<file path="config.mk">
export PLATFORM = sky130hd
export DESIGN_NAME = redmule_instr_axi_slv_flat
export DESIGN_NICKNAME = d
export VERILOG_FILES = /design/src/rtl/redmule_instr_axi_slv_if.sv /design/src/rtl/redmule_instr_axi_slv.sv /design/src/flat_wrapper.sv
export SDC_FILE = /design/constraint.sdc
export NUM_CORES = 1
export LEC_CHECK = 0
export ABC_AREA = 0
export CORE_MARGIN = 2
export CORE_UTILIZATION = 54
export DETAILED_ROUTE_END_ITERATION = 10
export PLACE_DENSITY = 0.93
export SLEW_MARGIN = 40
export SYNTH_ARGS = -nofsm -noshare
export SYNTH_HDL_FRONTEND = slang
export SYNTH_SLANG_ARGS = --single-unit
</file>
<file path="constraint.sdc">
create_clock -name clk_i -period 19.3 [get_ports clk_i]
set_input_delay 2.895 -clock clk_i [delete_from_list [all_inputs] [get_ports clk_i]]
set_output_delay 2.895 -clock clk_i [all_outputs]
set_load 0.05 [all_outputs]
</file>
<file path="src/rtl/redmule_instr_axi_slv_if.sv">
// redmule_instr_axi_slv_if
//   Bundles the instruction-fetch AXI4 channels (AR, R, AW, W, B) and the
//   instruction-SRAM read port of redmule_instr_axi_slv.
//   Modports:
//     slave  - the AXI slave (drives ready/R/B/mem_req/mem_addr).
//     master - the environment: core-side AXI master plus SRAM model.
//
//   Handshake rule on every channel: a beat transfers on a rising clock edge
//   where both valid and ready are 1. Once valid is raised, the payload stays
//   stable and valid stays high until that transfer edge. ready may depend on
//   valid; valid never depends on ready.
//   The SRAM port has no handshake: mem_req is always granted and mem_rdata
//   is valid in the cycle after mem_req.
interface redmule_instr_axi_slv_if #(
    parameter int unsigned ADDR_WIDTH     = 32,
    parameter int unsigned DATA_WIDTH     = 64,
    parameter int unsigned ID_WIDTH       = 4,
    parameter int unsigned MEM_ADDR_WIDTH = 12
);
    logic                      ar_valid_i;
    logic                      ar_ready_o;
    logic [ID_WIDTH-1:0]       ar_id_i;
    logic [ADDR_WIDTH-1:0]     ar_addr_i;
    logic [7:0]                ar_len_i;
    logic [2:0]                ar_size_i;
    logic [1:0]                ar_burst_i;

    logic                      r_valid_o;
    logic                      r_ready_i;
    logic [ID_WIDTH-1:0]       r_id_o;
    logic [DATA_WIDTH-1:0]     r_data_o;
    logic [1:0]                r_resp_o;
    logic                      r_last_o;

    logic                      aw_valid_i;
    logic                      aw_ready_o;
    logic [ID_WIDTH-1:0]       aw_id_i;

    logic                      w_valid_i;
    logic                      w_ready_o;
    logic                      w_last_i;

    logic                      b_valid_o;
    logic                      b_ready_i;
    logic [ID_WIDTH-1:0]       b_id_o;
    logic [1:0]                b_resp_o;

    logic                      mem_req_o;
    logic [MEM_ADDR_WIDTH-1:0] mem_addr_o;
    logic [DATA_WIDTH-1:0]     mem_rdata_i;

    modport slave (
        input  ar_valid_i, ar_id_i, ar_addr_i, ar_len_i, ar_size_i, ar_burst_i,
        output ar_ready_o,
        output r_valid_o, r_id_o, r_data_o, r_resp_o, r_last_o,
        input  r_ready_i,
        input  aw_valid_i, aw_id_i,
        output aw_ready_o,
        input  w_valid_i, w_last_i,
        output w_ready_o,
        output b_valid_o, b_id_o, b_resp_o,
        input  b_ready_i,
        output mem_req_o, mem_addr_o,
        input  mem_rdata_i
    );

    modport master (
        output ar_valid_i, ar_id_i, ar_addr_i, ar_len_i, ar_size_i, ar_burst_i,
        input  ar_ready_o,
        input  r_valid_o, r_id_o, r_data_o, r_resp_o, r_last_o,
        output r_ready_i,
        output aw_valid_i, aw_id_i,
        input  aw_ready_o,
        output w_valid_i, w_last_i,
        input  w_ready_o,
        input  b_valid_o, b_id_o, b_resp_o,
        output b_ready_i,
        input  mem_req_o, mem_addr_o,
        output mem_rdata_i
    );
endinterface

</file>
<file path="src/rtl/redmule_instr_axi_slv.sv">
// redmule_instr_axi_slv
//   AXI4 slave serving instruction fetches from a single-port, read-latency-1
//   SRAM. INCR and FIXED read bursts are served; WRAP/reserved bursts or a
//   size other than the full bus width return SLVERR beats with zero data.
//   Every write is accepted and answered with one SLVERR B beat.
//   Ports:
//     clk_i, rst_ni   - clock, synchronous active-low reset
//     bus (slave)     - AR/R/AW/W/B channels and SRAM read port
//     dbg_rd_state_o  - read FSM state (0 idle, 1 burst)
//     dbg_wr_state_o  - write FSM state (0 idle, 1 data, 2 resp)
//   Optional feature macro: REDMULE_INSTR_SLV_RANGE_CHECK_EN
//     When defined, a read whose word index does not fit in MEM_ADDR_WIDTH
//     returns DECERR on every beat and never touches the SRAM. When undefined
//     the index is truncated and wraps into the SRAM.
module redmule_instr_axi_slv #(
    parameter int unsigned ADDR_WIDTH     = 32,
    parameter int unsigned DATA_WIDTH     = 64,
    parameter int unsigned ID_WIDTH       = 4,
    parameter int unsigned MEM_ADDR_WIDTH = 12
) (
    input  logic                   clk_i,
    input  logic                   rst_ni,
    redmule_instr_axi_slv_if.slave bus,
    output logic                   dbg_rd_state_o,
    output logic [1:0]             dbg_wr_state_o
);
    localparam int unsigned OFFSET = $clog2(DATA_WIDTH / 8);
    localparam logic [1:0] RESP_OKAY   = 2'b00;
    localparam logic [1:0] RESP_SLVERR = 2'b10;
    localparam logic [1:0] RESP_DECERR = 2'b11;
    localparam logic [1:0] BURST_FIXED = 2'b00;
    localparam logic [1:0] BURST_INCR  = 2'b01;

    typedef enum logic {RD_IDLE = 1'b0, RD_BURST = 1'b1} rd_state_e;
    typedef enum logic [1:0] {WR_IDLE = 2'd0, WR_DATA = 2'd1, WR_RESP = 2'd2} wr_state_e;

    typedef struct packed {
        logic [DATA_WIDTH-1:0] data;
        logic [ID_WIDTH-1:0]   id;
        logic [1:0]            resp;
        logic                  last;
    } beat_t;

    // Read issue side
    rd_state_e                 rd_state;
    logic [ID_WIDTH-1:0]       rd_id;
    logic [1:0]                rd_resp;
    logic                      rd_fixed;
    logic [MEM_ADDR_WIDTH-1:0] word_idx;
    logic [7:0]                beats_left;
    logic [MEM_ADDR_WIDTH-1:0] ar_idx;
    logic [1:0]                ar_resp;
    logic                      credit;
    logic                      issue;

    // Beat in flight through the SRAM (issued last cycle)
    logic                      p_valid;
    logic [ID_WIDTH-1:0]       p_id;
    logic [1:0]                p_resp;
    logic                      p_last;

    // 2-entry response FIFO with fall-through when empty
    beat_t                     fifo_q [2];
    logic                      wptr, rptr;
    logic [1:0]                fifo_cnt;
    beat_t                     in_beat, head;
    logic                      r_valid, r_hs, push, pop;

    // Write side
    wr_state_e                 wr_state;
    logic [ID_WIDTH-1:0]       wr_id;

    always_comb begin
        ar_idx  = MEM_ADDR_WIDTH'(bus.ar_addr_i >> OFFSET);
        ar_resp = RESP_OKAY;
        if ((bus.ar_burst_i != BURST_FIXED && bus.ar_burst_i != BURST_INCR) ||
            bus.ar_size_i != 3'(OFFSET))
            ar_resp = RESP_SLVERR;
`ifdef REDMULE_INSTR_SLV_RANGE_CHECK_EN
        if (((bus.ar_addr_i >> OFFSET) >> MEM_ADDR_WIDTH) != '0)
            ar_resp = RESP_DECERR;
`endif
    end

    // Credit counts the beat still inside the SRAM so that at most two beats
    // are ever outstanding; this is what keeps the FIFO from overflowing.
    assign credit = ({1'b0, fifo_cnt} + {2'b00, p_valid}) < 3'd2;
    assign issue  = (rd_state == RD_BURST) && credit;

    always_comb begin
        in_beat.data = (p_resp == RESP_OKAY) ? bus.mem_rdata_i : '0;
        in_beat.id   = p_id;
        in_beat.resp = p_resp;
        in_beat.last = p_last;
        // The SRAM output bypasses the storage when nothing is queued ahead.
        head    = (fifo_cnt != 2'd0) ? fifo_q[rptr] : in_beat;
        r_valid = (fifo_cnt != 2'd0) || p_valid;
        r_hs    = r_valid && bus.r_ready_i;
        pop     = (fifo_cnt != 2'd0) && r_hs;
        push    = p_valid && !((fifo_cnt == 2'd0) && r_hs);
    end

    always_ff @(posedge clk_i) begin
        if (!rst_ni) begin
            rd_state   <= RD_IDLE;
            rd_id      <= '0;
            rd_resp    <= RESP_OKAY;
            rd_fixed   <= 1'b0;
            word_idx   <= '0;
            beats_left <= '0;
        end else begin
            case (rd_state)
                RD_IDLE: begin
                    if (bus.ar_valid_i) begin
                        rd_id      <= bus.ar_id_i;
                        rd_resp    <= ar_resp;
                        rd_fixed   <= (bus.ar_burst_i == BURST_FIXED);
                        word_idx   <= ar_idx;
                        beats_left <= bus.ar_len_i;
                        rd_state   <= RD_BURST;
                    end
                end
                RD_BURST: begin
                    if (credit) begin
                        if (beats_left == 8'd0) begin
                            rd_state <= RD_IDLE;
                        end else begin
                            beats_left <= beats_left - 8'd1;
                            if (!rd_fixed) word_idx <= word_idx + 1'b1;
                        end
                    end
                end
                default: rd_state <= RD_IDLE;
            endcase
        end
    end

    always_ff @(posedge clk_i) begin
        if (!rst_ni) begin
            p_valid  <= 1'b0;
            p_id     <= '0;
            p_resp   <= RESP_OKAY;
            p_last   <= 1'b0;
            wptr     <= 1'b0;
            rptr     <= 1'b0;
            fifo_cnt <= 2'd0;
            fifo_q[0] <= '0;
            fifo_q[1] <= '0;
        end else begin
            p_valid <= issue;
            p_id    <= rd_id;
            p_resp  <= rd_resp;
            p_last  <= (beats_left == 8'd0);
            if (push) begin
                fifo_q[wptr] <= in_beat;
                wptr         <= ~wptr;
            end
            if (pop) rptr <= ~rptr;
            fifo_cnt <= fifo_cnt + 2'(push) - 2'(pop);
        end
    end

    always_ff @(posedge clk_i) begin
        if (!rst_ni) begin
            wr_state <= WR_IDLE;
            wr_id    <= '0;
        end else begin
            case (wr_state)
                WR_IDLE: if (bus.aw_valid_i) begin
                    wr_id    <= bus.aw_id_i;
                    wr_state <= WR_DATA;
                end
                WR_DATA: if (bus.w_valid_i && bus.w_last_i) wr_state <= WR_RESP;
                WR_RESP: if (bus.b_ready_i) wr_state <= WR_IDLE;
                default: wr_state <= WR_IDLE;
            endcase
        end
    end

    // All outputs are forced low while reset is held.
    always_comb begin
        bus.ar_ready_o = rst_ni && (rd_state == RD_IDLE);
        bus.r_valid_o  = rst_ni && r_valid;
        bus.r_data_o   = bus.r_valid_o ? head.data : '0;
        bus.r_id_o     = bus.r_valid_o ? head.id   : '0;
        bus.r_resp_o   = bus.r_valid_o ? head.resp : RESP_OKAY;
        bus.r_last_o   = bus.r_valid_o && head.last;
        bus.mem_req_o  = rst_ni && issue && (rd_resp == RESP_OKAY);
        bus.mem_addr_o = rst_ni ? word_idx : '0;
        bus.aw_ready_o = rst_ni && (wr_state == WR_IDLE);
        bus.w_ready_o  = rst_ni && (wr_state == WR_DATA);
        bus.b_valid_o  = rst_ni && (wr_state == WR_RESP);
        bus.b_id_o     = bus.b_valid_o ? wr_id : '0;
        bus.b_resp_o   = bus.b_valid_o ? RESP_SLVERR : RESP_OKAY;
        dbg_rd_state_o = rst_ni && (rd_state == RD_BURST);
        dbg_wr_state_o = rst_ni ? wr_state : WR_IDLE;
    end
endmodule

</file>
<file path="src/flat_wrapper.sv">
// flat-port wrapper written by rule: the top's interface ports become plain ports
module redmule_instr_axi_slv_flat 
#(
    parameter int unsigned ADDR_WIDTH     = 32,
    parameter int unsigned DATA_WIDTH     = 64,
    parameter int unsigned ID_WIDTH       = 4,
    parameter int unsigned MEM_ADDR_WIDTH = 12
)
  (clk_i, rst_ni, dbg_rd_state_o, dbg_wr_state_o, bus_ar_valid_i, bus_ar_id_i, bus_ar_addr_i, bus_ar_len_i, bus_ar_size_i, bus_ar_burst_i, bus_ar_ready_o, bus_r_valid_o, bus_r_id_o, bus_r_data_o, bus_r_resp_o, bus_r_last_o, bus_r_ready_i, bus_aw_valid_i, bus_aw_id_i, bus_aw_ready_o, bus_w_valid_i, bus_w_last_i, bus_w_ready_o, bus_b_valid_o, bus_b_id_o, bus_b_resp_o, bus_b_ready_i, bus_mem_req_o, bus_mem_addr_o, bus_mem_rdata_i);
  redmule_instr_axi_slv_if #(.ADDR_WIDTH(ADDR_WIDTH), .DATA_WIDTH(DATA_WIDTH), .ID_WIDTH(ID_WIDTH), .MEM_ADDR_WIDTH(MEM_ADDR_WIDTH)) bus_i ();
  input  logic clk_i;
  input  logic rst_ni;
  output logic dbg_rd_state_o;
  output logic [1:0] dbg_wr_state_o;
  input wire logic [$bits(bus_i.ar_valid_i)-1:0] bus_ar_valid_i;
  input wire logic [$bits(bus_i.ar_id_i)-1:0] bus_ar_id_i;
  input wire logic [$bits(bus_i.ar_addr_i)-1:0] bus_ar_addr_i;
  input wire logic [$bits(bus_i.ar_len_i)-1:0] bus_ar_len_i;
  input wire logic [$bits(bus_i.ar_size_i)-1:0] bus_ar_size_i;
  input wire logic [$bits(bus_i.ar_burst_i)-1:0] bus_ar_burst_i;
  output wire logic [$bits(bus_i.ar_ready_o)-1:0] bus_ar_ready_o;
  output wire logic [$bits(bus_i.r_valid_o)-1:0] bus_r_valid_o;
  output wire logic [$bits(bus_i.r_id_o)-1:0] bus_r_id_o;
  output wire logic [$bits(bus_i.r_data_o)-1:0] bus_r_data_o;
  output wire logic [$bits(bus_i.r_resp_o)-1:0] bus_r_resp_o;
  output wire logic [$bits(bus_i.r_last_o)-1:0] bus_r_last_o;
  input wire logic [$bits(bus_i.r_ready_i)-1:0] bus_r_ready_i;
  input wire logic [$bits(bus_i.aw_valid_i)-1:0] bus_aw_valid_i;
  input wire logic [$bits(bus_i.aw_id_i)-1:0] bus_aw_id_i;
  output wire logic [$bits(bus_i.aw_ready_o)-1:0] bus_aw_ready_o;
  input wire logic [$bits(bus_i.w_valid_i)-1:0] bus_w_valid_i;
  input wire logic [$bits(bus_i.w_last_i)-1:0] bus_w_last_i;
  output wire logic [$bits(bus_i.w_ready_o)-1:0] bus_w_ready_o;
  output wire logic [$bits(bus_i.b_valid_o)-1:0] bus_b_valid_o;
  output wire logic [$bits(bus_i.b_id_o)-1:0] bus_b_id_o;
  output wire logic [$bits(bus_i.b_resp_o)-1:0] bus_b_resp_o;
  input wire logic [$bits(bus_i.b_ready_i)-1:0] bus_b_ready_i;
  output wire logic [$bits(bus_i.mem_req_o)-1:0] bus_mem_req_o;
  output wire logic [$bits(bus_i.mem_addr_o)-1:0] bus_mem_addr_o;
  input wire logic [$bits(bus_i.mem_rdata_i)-1:0] bus_mem_rdata_i;
  assign bus_i.ar_valid_i = bus_ar_valid_i;
  assign bus_i.ar_id_i = bus_ar_id_i;
  assign bus_i.ar_addr_i = bus_ar_addr_i;
  assign bus_i.ar_len_i = bus_ar_len_i;
  assign bus_i.ar_size_i = bus_ar_size_i;
  assign bus_i.ar_burst_i = bus_ar_burst_i;
  assign bus_ar_ready_o = bus_i.ar_ready_o;
  assign bus_r_valid_o = bus_i.r_valid_o;
  assign bus_r_id_o = bus_i.r_id_o;
  assign bus_r_data_o = bus_i.r_data_o;
  assign bus_r_resp_o = bus_i.r_resp_o;
  assign bus_r_last_o = bus_i.r_last_o;
  assign bus_i.r_ready_i = bus_r_ready_i;
  assign bus_i.aw_valid_i = bus_aw_valid_i;
  assign bus_i.aw_id_i = bus_aw_id_i;
  assign bus_aw_ready_o = bus_i.aw_ready_o;
  assign bus_i.w_valid_i = bus_w_valid_i;
  assign bus_i.w_last_i = bus_w_last_i;
  assign bus_w_ready_o = bus_i.w_ready_o;
  assign bus_b_valid_o = bus_i.b_valid_o;
  assign bus_b_id_o = bus_i.b_id_o;
  assign bus_b_resp_o = bus_i.b_resp_o;
  assign bus_i.b_ready_i = bus_b_ready_i;
  assign bus_mem_req_o = bus_i.mem_req_o;
  assign bus_mem_addr_o = bus_i.mem_addr_o;
  assign bus_i.mem_rdata_i = bus_mem_rdata_i;
  redmule_instr_axi_slv #(.ADDR_WIDTH(ADDR_WIDTH), .DATA_WIDTH(DATA_WIDTH), .ID_WIDTH(ID_WIDTH), .MEM_ADDR_WIDTH(MEM_ADDR_WIDTH)) u_core (.clk_i(clk_i), .rst_ni(rst_ni), .bus(bus_i), .dbg_rd_state_o(dbg_rd_state_o), .dbg_wr_state_o(dbg_wr_state_o));
endmodule
</file>
==> results.ini, run 1 <==
[die]
rows=47
die_x_microns=135
core_area_sq_mm=0.0167
initial_core_util=0.555
io_pins=223
die_y_microns=135
die-area_sq_mm=0.0182

[final_layout]
nets=1192
drive_gt1_frac=0.0567
fillers=1165
multi_input_area_sq_mm=0.00382
layout.area.seq_sq_mm=0.00511
syn_to_final_growth_pct=29.1

[detailed_routing]
top_layer_used=met4
wirelength_mm=22.3
route.detailed.drc=0
first_pass_iters=5
wl_met1_mm=8.68
dr_wl_met2_mm=11.5
drt_iter0_drc=485
vias=7454
ant_nets=0
wl_met3_mm=1.57
wl_per_cell_microns=17.2
vias_per_cell=5.75

[clocking]
clk_pin_slew_ns=0.07
numCtsBuffers=17
worstSkewPairLatency_ns=0.44
h-tree-depth=4
cts_tree=built
clockRootBuffer=clkbuf_16
holdBufCountCts=0
clock_sinks=185
cts_resized=0
cts_setup_buffers=0
clockBufferDepth=2

[placed_design]
place_hpwl_mm=13.6
place.gp.congestion=0.802
port_buffers=200

[power]
pwr-share-comb=0.456
swShare=0.427
power.density_mw_per_mm2=131
seq_power_share=0.323
p_clk_frac=0.221
max-vdd-ir-drop_mv=0.0763
p_sw_w=0.000669
internal_power_w=0.000897
p_leak_nw=4.35

[critical_path]
crit_family=buffers and inverters
max_stage_delay_ns=0.88
cp_slowest_cell=clkdlybuf4s50_1
path_max_fanout=71
cp_num_buf_inv=4
critPathKind=in -> out
critPathLaunchType=input port
path_cells=clkdlybuf4s50_1, buf_4, o21ai_4, buf_4, a211oi_1, clkdlybuf4s50_1
cp-end-kind=primary output
crit_arrival_ns=5.56
cp_data_required_time_ns=16.41

[sta]
final_max_slew_viol_count=0
clock.fmax_mhz=118
max_slew_margin=0.456
holdWs_ns=0.457
timing.final.hold_violations=0
worstMarginPinSlew_ns=0.817
setup_viol=0
final.setup.tns_ns=0
clock_skew_ns=0.00907
rsz0062_at_grt=no
fin_crit_ns=8.46
finalCritPeriodShare=0.438

[synth]
yosys_warnings=0
yosys.area.top_type_share=0.454
ys_seq_area_frac=0.551
ys_top_cells_by_area=edfxtp_1, a211oi_1, dfxtp_1
synthFlopType=edfxtp_1
synth_commonest_cells=nor2_1, edfxtp_1, a211oi_1
async_reset_ff_frac=0
synth_area_leader_cell=edfxtp_1
ys_ff_latch=185
avgSynthCellArea_sq_um=10.2
netlist_instances=912
syn_area_sq_mm=0.00926
synth_cell_types=61
yosysMostFrequentCell=nor2_1
synth_enable_flop_cells=140

[global_route]
grt_usage=0.242
grt-ovfl-total=0
grt_pass1_wl_mm=34.5
grt_max_degree=90
grt_pass1_vias=7295
antenna_found_initial=0

[flow_run]
max-cap-violations=0

[outcome]
status=complete, no violations

[worst_hold_path]
hold_path_class=reg -> reg

## worst min-delay path, delay by kind of cell, from the launching register on
kind | cells | cell delay, ns
AND/OR/NAND/NOR | 1 | 0.05
AO/OA/AOI/OAI | 1 | 0.05
flip-flops | 1 | 0.31
## logic make-up after synthesis
logic type / synth area share
AO/OA/AOI/OAI: 0.162
multiplexers: 0.0142
adder cells (fa/ha/maj): 0.00540
XOR/XNOR: 0.00378
buffers and inverters: 0.0429
AND/OR/NAND/NOR: 0.220
flip-flops: 0.551
other: 0.000405
## cells in the final DEF, fill, tap and decap left out, types with 2 or more instances in the layout
cell / netlist / final
a211oi_1: 135 / 135
a21o_1: 3 / 3
a21oi_1: 27 / 27
a2bb2oi_1: 2 / 2
and2_1: 22 / 22
and3_1: 14 / 14
buf_4: 5 / 7
bufinv_16: 0 / 2
clkbuf_16: 0 / 17
clkdlybuf4s50_1: 0 / 200
clkinv_2: 0 / 2
clkinvlp_4: 0 / 4
conb_1: 1 / 2
dfxtp_1: 45 / 43
dfxtp_4: 0 / 2
edfxtp_1: 140 / 140
ha_1: 4 / 4
inv_1: 14 / 14
inv_6: 0 / 5
mux2i_1: 12 / 12
nand2_1: 34 / 33
nand2b_1: 65 / 65
nand3_1: 9 / 8
nand3_2: 1 / 2
nand4_1: 2 / 2
nor2_1: 169 / 168
nor2_2: 2 / 2
nor2b_1: 68 / 68
nor3_1: 4 / 4
nor3b_1: 2 / 2
o21ai_0: 7 / 6
o21ai_1: 4 / 3
o21ai_4: 0 / 2
o22ai_1: 2 / 2
o31a_1: 2 / 2
o31ai_1: 7 / 7
o32ai_1: 5 / 5
or4_1: 2 / 2
xnor2_1: 3 / 3
## routing by layer
layer / vias up / track usage
li1: 3577 / -
met1: 3558 / 0.269
met2: 277 / 0.441
met3: 42 / 0.0616
met4: 0 / 0.102
met5: - / 0
## final timing paths
path | cells after the start | start | slack, ns | to
min | 2 | u_core.rd_id[1] | 0.46 | u_core.rd_id[1]
max reg2reg | 5 | u_core.fifo_cnt[1] | 16.40 | u_core.fifo_q[0][54]
min reg2reg | 2 | u_core.rd_id[1] | 0.46 | u_core.rd_id[1]
max | 6 | rst_ni | 10.84 | bus_r_data_o[21]
## power groups by stage
stage | sequential [W] | clock, W | combinational (W)
5_1_grt | 0.000512 | 0.000364 | 0.000760
2_1_floorplan | 0.000495 | 0 | 0.000519
4_1_cts | 0.000506 | 0.000347 | 0.000700
6_report | 0.000506 | 0.000347 | 0.000714
3_3_place_gp | 0.000511 | 0 | 0.000679
3_5_place_dp | 0.000514 | 0 | 0.000696
## flip-flops by register name, indices dropped and copies added (netlist names), named ones only
| signal | count |
|---|---|
| u_core.fifo_q | 140 |
| u_core.word_idx | 12 |
| u_core.beats_left | 8 |
| u_core.p_id | 4 |
| u_core.rd_id | 4 |
| u_core.wr_id | 4 |
| u_core.fifo_cnt | 2 |
| u_core.wr_state | 2 |
| u_core.p_last | 1 |
| u_core.p_resp | 1 |
| u_core.p_valid | 1 |
| u_core.rd_fixed | 1 |
| u_core.rd_resp | 1 |
| u_core.rd_state | 1 |
| u_core.rptr | 1 |
| u_core.wptr | 1 |
## area by class of cell
| class | instances | area share |
|---|---|---|
| inverters | 16 | 0.00512 |
| repair buffers | 210 | 0.176 |
| flip-flops and latches | 185 | 0.427 |
| multi-input cells | 633 | 0.319 |
| diodes | 1 | 0.000209 |
| clock inverters | 15 | 0.0136 |
| well taps | 220 | 0.0230 |
| clock buffers | 17 | 0.0356 |
## metrics by stage
step / setup WS (ns) / utilization / power (W) / area, sq um / cells
global placement: 10.53 / 0.677 / 0.00119 / 11300 / 1262
detailed placement: 10.86 / 0.679 / 0.00121 / 11300 / 1263
finish: 10.84 / 0.716 / 0.00157 / 12000 / 1297
floorplan: 10.70 / - / 0.00101 / 9270 / 913
global route: 10.77 / 0.716 / 0.00164 / 12000 / 1296
CTS: 10.86 / 0.714 / 0.00155 / 11900 / 1295
Note: power is estimated with default switching activity, not from simulation.
==> inputs of run 2 (changes only) <==
Settings changed: CORE_UTILIZATION 54 to 45, PLACE_DENSITY 0.93 to 0.83.
Clock period 19.3 ns to 7.32 ns, I/O delays scaled along.
==> run 2 against run 1 <==
Die area is 19% higher. Total power grew to 2.6 times the previous value. Register-to-register slack got worse by 12 ns. Cell area is 0.10% higher. Non-clock buffer count is 1 lower. Sequential cell count stayed put. Critical path type unchanged. Largest cell class unchanged.
==> results.ini, run 2 (synthesis results as in run 1) <==
[sta]
rsz0062_at_grt=no  ; unchanged
finalCritPeriodShare=0.629
timing.final.hold_violations=0  ; unchanged
final.setup.tns_ns=0  ; unchanged
final_max_slew_viol_count=0  ; unchanged
holdWs_ns=0.451  ; was 0.457 ns
clock_skew_ns=0.0115  ; was 0.00907 ns
setup_viol=0  ; unchanged
worstMarginPinSlew_ns=0.787  ; was 0.817 ns
max_slew_margin=0.475  ; was 0.456
clock.fmax_mhz=217
fin_crit_ns=4.61
fin_ws_ns=2.71  ; was 10.84 ns

[die]
die_x_microns=147  ; was 135 microns
initial_core_util=0.458  ; was 0.555
core_area_sq_mm=0.0202  ; was 0.0167 sq mm
die_y_microns=147  ; was 135 microns
io_pins=223  ; unchanged
rows=52  ; was 47
die-area_sq_mm=0.0218  ; was 0.0182 sq mm

[outcome]
status=complete, no violations  ; unchanged

[clocking]
worstSkewPairLatency_ns=0.43  ; was 0.44 ns
clockRootBuffer=clkbuf_16  ; unchanged
cts_tree=built  ; unchanged
clockBufferDepth=2  ; unchanged
numCtsBuffers=17  ; unchanged
clock_sinks=185  ; unchanged
holdBufCountCts=0  ; unchanged
h-tree-depth=4  ; unchanged
cts_resized=0  ; unchanged
cts_setup_buffers=0  ; unchanged
clk_pin_slew_ns=0.07  ; about the same

[detailed_routing]
vias=7389  ; was 7454
wl_per_cell_microns=16.6  ; was 17.2 microns
vias_per_cell=5.49  ; was 5.75
ant_nets=0  ; unchanged
wirelength_mm=22.4  ; was 22.3 mm
route.detailed.drc=0  ; unchanged
first_pass_iters=5  ; unchanged
drt_iter0_drc=398  ; was 485

[power]
power.density_mw_per_mm2=340  ; was 131 mW/mm^2
power.total_w=0.00407  ; was 0.00157 W
p_leak_nw=4.33  ; was 4.35 nW
max-vdd-ir-drop_mv=0.312  ; was 0.0763 mV

[final_layout]
fillers=1660  ; was 1165
diodes=0  ; was 1
nets=1191  ; was 1192
drive_gt1_frac=0.0530  ; was 0.0567
syn_to_final_growth_pct=29.3  ; was 29.1%
final_cell_mix=clkdlybuf4s50_1, nor2_1, edfxtp_1  ; unchanged
top_register=u_core.fifo_q  ; unchanged
final_cells=1345  ; was 1297
final_common_cell=clkdlybuf4s50_1  ; unchanged
largest_reg_flops=140  ; unchanged
layout_top_registers=u_core.fifo_q (140), u_core.word_idx (12), u_core.beats_left (8)  ; unchanged

[critical_path]
crit_family=buffers and inverters  ; unchanged
path_cells=clkdlybuf4s50_1, buf_4, clkinv_1, buf_4, nor2_1, clkdlybuf4s50_1  ; was clkdlybuf4s50_1, buf_4, o21ai_4, buf_4, a211oi_1, clkdlybuf4s50_1
path_max_fanout=42  ; was 71
cp-end-kind=primary output  ; unchanged
crit_arrival_ns=3.51  ; was 5.56 ns
max_stage_delay_ns=0.82  ; was 0.88 ns
critPathKind=in -> out  ; unchanged
cp_slowest_cell=clkdlybuf4s50_1  ; unchanged
critPathLaunchType=input port  ; unchanged
cp_num_buf_inv=5  ; was 4
cp_data_required_time_ns=6.22  ; was 16.41 ns

[placed_design]
dp.cells=1313  ; was 1263
place_hpwl_mm=13.5  ; was 13.6 mm
port_buffers=200  ; unchanged
post-place-ws_ns=2.74  ; was 10.86 ns
place.gp.congestion=0.800  ; was 0.802

[global_route]
grt_max_degree=131  ; was 90
grt-ovfl-total=0  ; unchanged
grt_usage=0.206  ; was 0.242
antenna_found_initial=0  ; unchanged
grt_pass1_wl_mm=36.0  ; was 34.5 mm
grt_pass1_vias=7258  ; was 7295

[flow_run]
max-cap-violations=0  ; unchanged

[worst_hold_path]
hold_path_class=reg -> reg  ; unchanged

-- run 2: final timing paths --
kind / slack [ns] / to / depth (start not counted) / start
worst max-delay path: 2.71 / dbg_rd_state_o / 6 / rst_ni
worst min-delay path: 0.45 / u_core.rd_id[2] / 2 / u_core.rd_id[2]
worst max register to register: 4.40 / u_core.fifo_q[0][49] / 4 / u_core.fifo_cnt[1]
worst min register to register: 0.45 / u_core.rd_id[2] / 2 / u_core.rd_id[2]
-- run 2: area by class of cell --
class                      count  area [sq um]  area share
multi-input combinational    633          3820       0.319
timing repair buffer         209          2090       0.174
tap                          270           338      0.0282
sequential                   185          5110       0.427
clock buffer                  17           425      0.0355
inverter                      16          60.1     0.00501
clock inverter                15           139      0.0116
-- run 2: layer usage --
metal  track usage  vias to the layer above  routed length (microns)
li1              -                     3578                        -
met1         0.257                     3531                     9290
met2         0.358                      255                    11000
met3        0.0457                       25                     1630
met4        0.0659                        0                      385
met5             0                        -                        0
-- run 2: worst reg2reg max path: stages, from the launching register on --
cell and delay [ns]:
dfxtp_1 0.48, or2_1 0.48, o21ai_1 0.25, o21ai_4 0.58
buf_4 0.72
-- run 2: through the flow --
step                instance area [sq um]   util
floorplan                            9270      -
global placement                    11400  0.563
detailed placement                  11400  0.564
CTS                                 12000  0.592
global route                        12000  0.592
finish                              12000  0.592
-- run 2: report_power, final --
part / total (W) / internal (W) / switching (W)
registers: 0.00134 / 0.00123 / 0.000103
clock network: 0.000890 / 0.000476 / 0.000415
logic: 0.00184 / 0.000606 / 0.00123
==> inputs of run 3 (changes only) <==
Clock period 7.32 ns to 4.1 ns, I/O delays scaled along.
==> run 3 against run 2 <==
Routed wire length up 3.6%. Final cell count up 0.30%. Clock skew up 0.0027 ns. Cell area up 7.2%. Largest power group unchanged. Highest routed layer unchanged. Register-to-register slack worse by 2.7 ns. Hold slack about the same. Critical path depth down 1. Total power up 97%. Utilization up 4.3 points. Sequential power up 78%. Combinational power up 120%. Sequential share of layout area down 2.9 points.
==> results.ini, run 3 (synthesis results as in run 1) <==
[critical_path]
critPathLaunchType=input port  ; unchanged
path_max_fanout=42  ; unchanged
startpoint=rst_ni  ; unchanged
cp-end-kind=primary output  ; unchanged
r2r-start=u_core.fifo_cnt[1]  ; unchanged
cp_data_required_time_ns=3.48  ; was 6.22 ns
crit_arrival_ns=2.65  ; was 3.51 ns
critPathKind=in -> out  ; unchanged

[sta]
final_max_slew_viol_count=0  ; unchanged
fin_ws_ns=0.837  ; was 2.71 ns
worstMarginPinSlew_ns=0.788  ; was 0.787 ns
finalCritPeriodShare=0.796
timing.final.hold_violations=0  ; unchanged
clock.fmax_mhz=306
rsz0062_at_grt=no  ; unchanged
fin_crit_ns=3.26
max_slew_margin=0.473  ; was 0.475
clock_skew_ns=0.0141  ; was 0.0115 ns
setup_viol=0  ; unchanged
final.setup.tns_ns=0  ; unchanged

[power]
internal_power_w=0.00468  ; was 0.00232 W
p_leak_nw=4.78  ; was 4.33 nW
seq_power_share=0.297  ; was 0.329
pwr-share-comb=0.501  ; was 0.452
swShare=0.415  ; was 0.431
p_clk_frac=0.202  ; was 0.219
p_sw_w=0.00333  ; was 0.00175 W
power.density_mw_per_mm2=623  ; was 340 mW/mm^2
max-vdd-ir-drop_mv=0.321  ; was 0.312 mV

[global_route]
grt-ovfl-total=0  ; unchanged
grt_pass1_vias=7260  ; was 7258
busiest_layer=met2  ; unchanged
grtUsageMet1=0.265  ; was 0.257
grt_max_degree=74  ; was 131
antenna_found_initial=0  ; unchanged
grt_pass1_wl_mm=36.7  ; was 36.0 mm
gr-usage-met2=0.365  ; was 0.358
use_met3=0.0494  ; was 0.0457
grt_usage=0.212  ; was 0.206

[clocking]
clockBufferDepth=2  ; unchanged
clockRootBuffer=clkbuf_16  ; unchanged
cts_tree=built  ; unchanged
cts_resized=0  ; unchanged
clock_sinks=185  ; unchanged
cts_setup_buffers=0  ; unchanged
worstSkewPairLatency_ns=0.43  ; about the same
clk_pin_slew_ns=0.07  ; about the same
h-tree-depth=4  ; unchanged
numCtsBuffers=17  ; unchanged
holdBufCountCts=0  ; unchanged

[final_layout]
syn_to_final_growth_pct=38.6  ; was 29.3%
layout.area.seq_sq_mm=0.00511  ; unchanged
final_cells=1349  ; was 1345
drive_gt1_frac=0.141  ; was 0.0530
fillers=1522  ; was 1660
final_common_cell=nor2_1  ; was clkdlybuf4s50_1
top_register=u_core.fifo_q  ; unchanged
layout_top_registers=u_core.fifo_q (140), u_core.word_idx (12), u_core.beats_left (8)  ; unchanged
final_core_utilization=0.635  ; was 0.592
nets=1195  ; was 1191
diodes=0  ; unchanged
largest_reg_flops=140  ; unchanged
multi_input_area_sq_mm=0.00382  ; unchanged
final_cell_mix=nor2_1, edfxtp_1, a211oi_1  ; was clkdlybuf4s50_1, nor2_1, edfxtp_1

[detailed_routing]
route.detailed.drc=0  ; unchanged
drt_iter0_drc=417  ; was 398
ant_nets=0  ; unchanged
vias=7409  ; was 7389
wl_per_cell_microns=17.2  ; was 16.6 microns
vias_per_cell=5.49  ; about the same
first_pass_iters=5  ; unchanged
wirelength_mm=23.1  ; was 22.4 mm

[worst_hold_path]
min_from=u_core.rd_id[1]  ; was u_core.rd_id[2]
hold_path_class=reg -> reg  ; unchanged

[die]
die_y_microns=147  ; unchanged
die_x_microns=147  ; unchanged
initial_core_util=0.458  ; unchanged
core_area_sq_mm=0.0202  ; unchanged
io_pins=223  ; unchanged
rows=52  ; unchanged
die-area_sq_mm=0.0218  ; unchanged

[placed_design]
port_buffers=200  ; unchanged
place.gp.congestion=0.800  ; about the same
place_hpwl_mm=14.9  ; was 13.5 mm
dp.cells=1317  ; was 1313
post-place-ws_ns=0.841  ; was 2.74 ns

[outcome]
status=complete, no violations  ; unchanged

[flow_run]
max-cap-violations=0  ; unchanged

==> run 3: cell types whose count changed in the layout (fill, tap and decap cells not counted), moves of 2 or more <==
| cell | previous run | this run |
|---|---|---|
| clkinv_4 | 1 | 3 |
| clkinv_1 | 4 | 2 |
| inv_8 | 2 | 4 |
| buf_4 | 7 | 17 |
| buf_12 | 1 | 84 |
| clkdlybuf4s50_1 | 200 | 111 |
==> run 3: critical path, stage by stage <==
cell,delay [ns]
clkdlybuf4s50_1,0.57
buf_4,0.44
nand2_1,0.14
inv_1,0.07
clkdlybuf4s50_1,0.82
==> run 3: final cells by class <==
cell class	count	area share
repair buffers	213	0.229
flip-flops and latches	185	0.398
clock inverters	15	0.0121
clock buffers	17	0.0331
inverters	16	0.00468
well taps	270	0.0263
multi-input cells	633	0.297
==> run 3: power by group through the flow <==
stage	Clock [W]	Combinational [W]	Sequential, W
2_1_floorplan	0	0.00244	0.00232
6_report	0.00162	0.00401	0.00238
3_3_place_gp	0	0.00386	0.00246
5_1_grt	0.00172	0.00425	0.00241
4_1_cts	0.00164	0.00403	0.00238
3_5_place_dp	0	0.00401	0.00242
==> run 3: routing by layer <==
layer	part of all wire	routed length [microns]
met1	0.41	9590
met5	0	0
met3	0.067	1560
met2	0.50	11600
met4	0.016	380
==> run 3: final timing paths <==
path,end,slack [ns],depth (start not counted)
max reg2reg,u_core.fifo_q[0][63],1.68,4
max,bus_mem_addr_o[8],0.84,5
min reg2reg,u_core.rd_id[1],0.45,2
min,u_core.rd_id[1],0.45,2
==> run 3: stage by stage <==
step	total power (W)	cell area [sq um]	hold WS, ns
finish	0.00801	12800	0.452
global route	0.00838	12800	0.474
CTS	0.00805	12800	0.454
detailed placement	0.00643	12300	0.441
global placement	0.00632	12200	0.435
floorplan	0.00476	9270	0.430
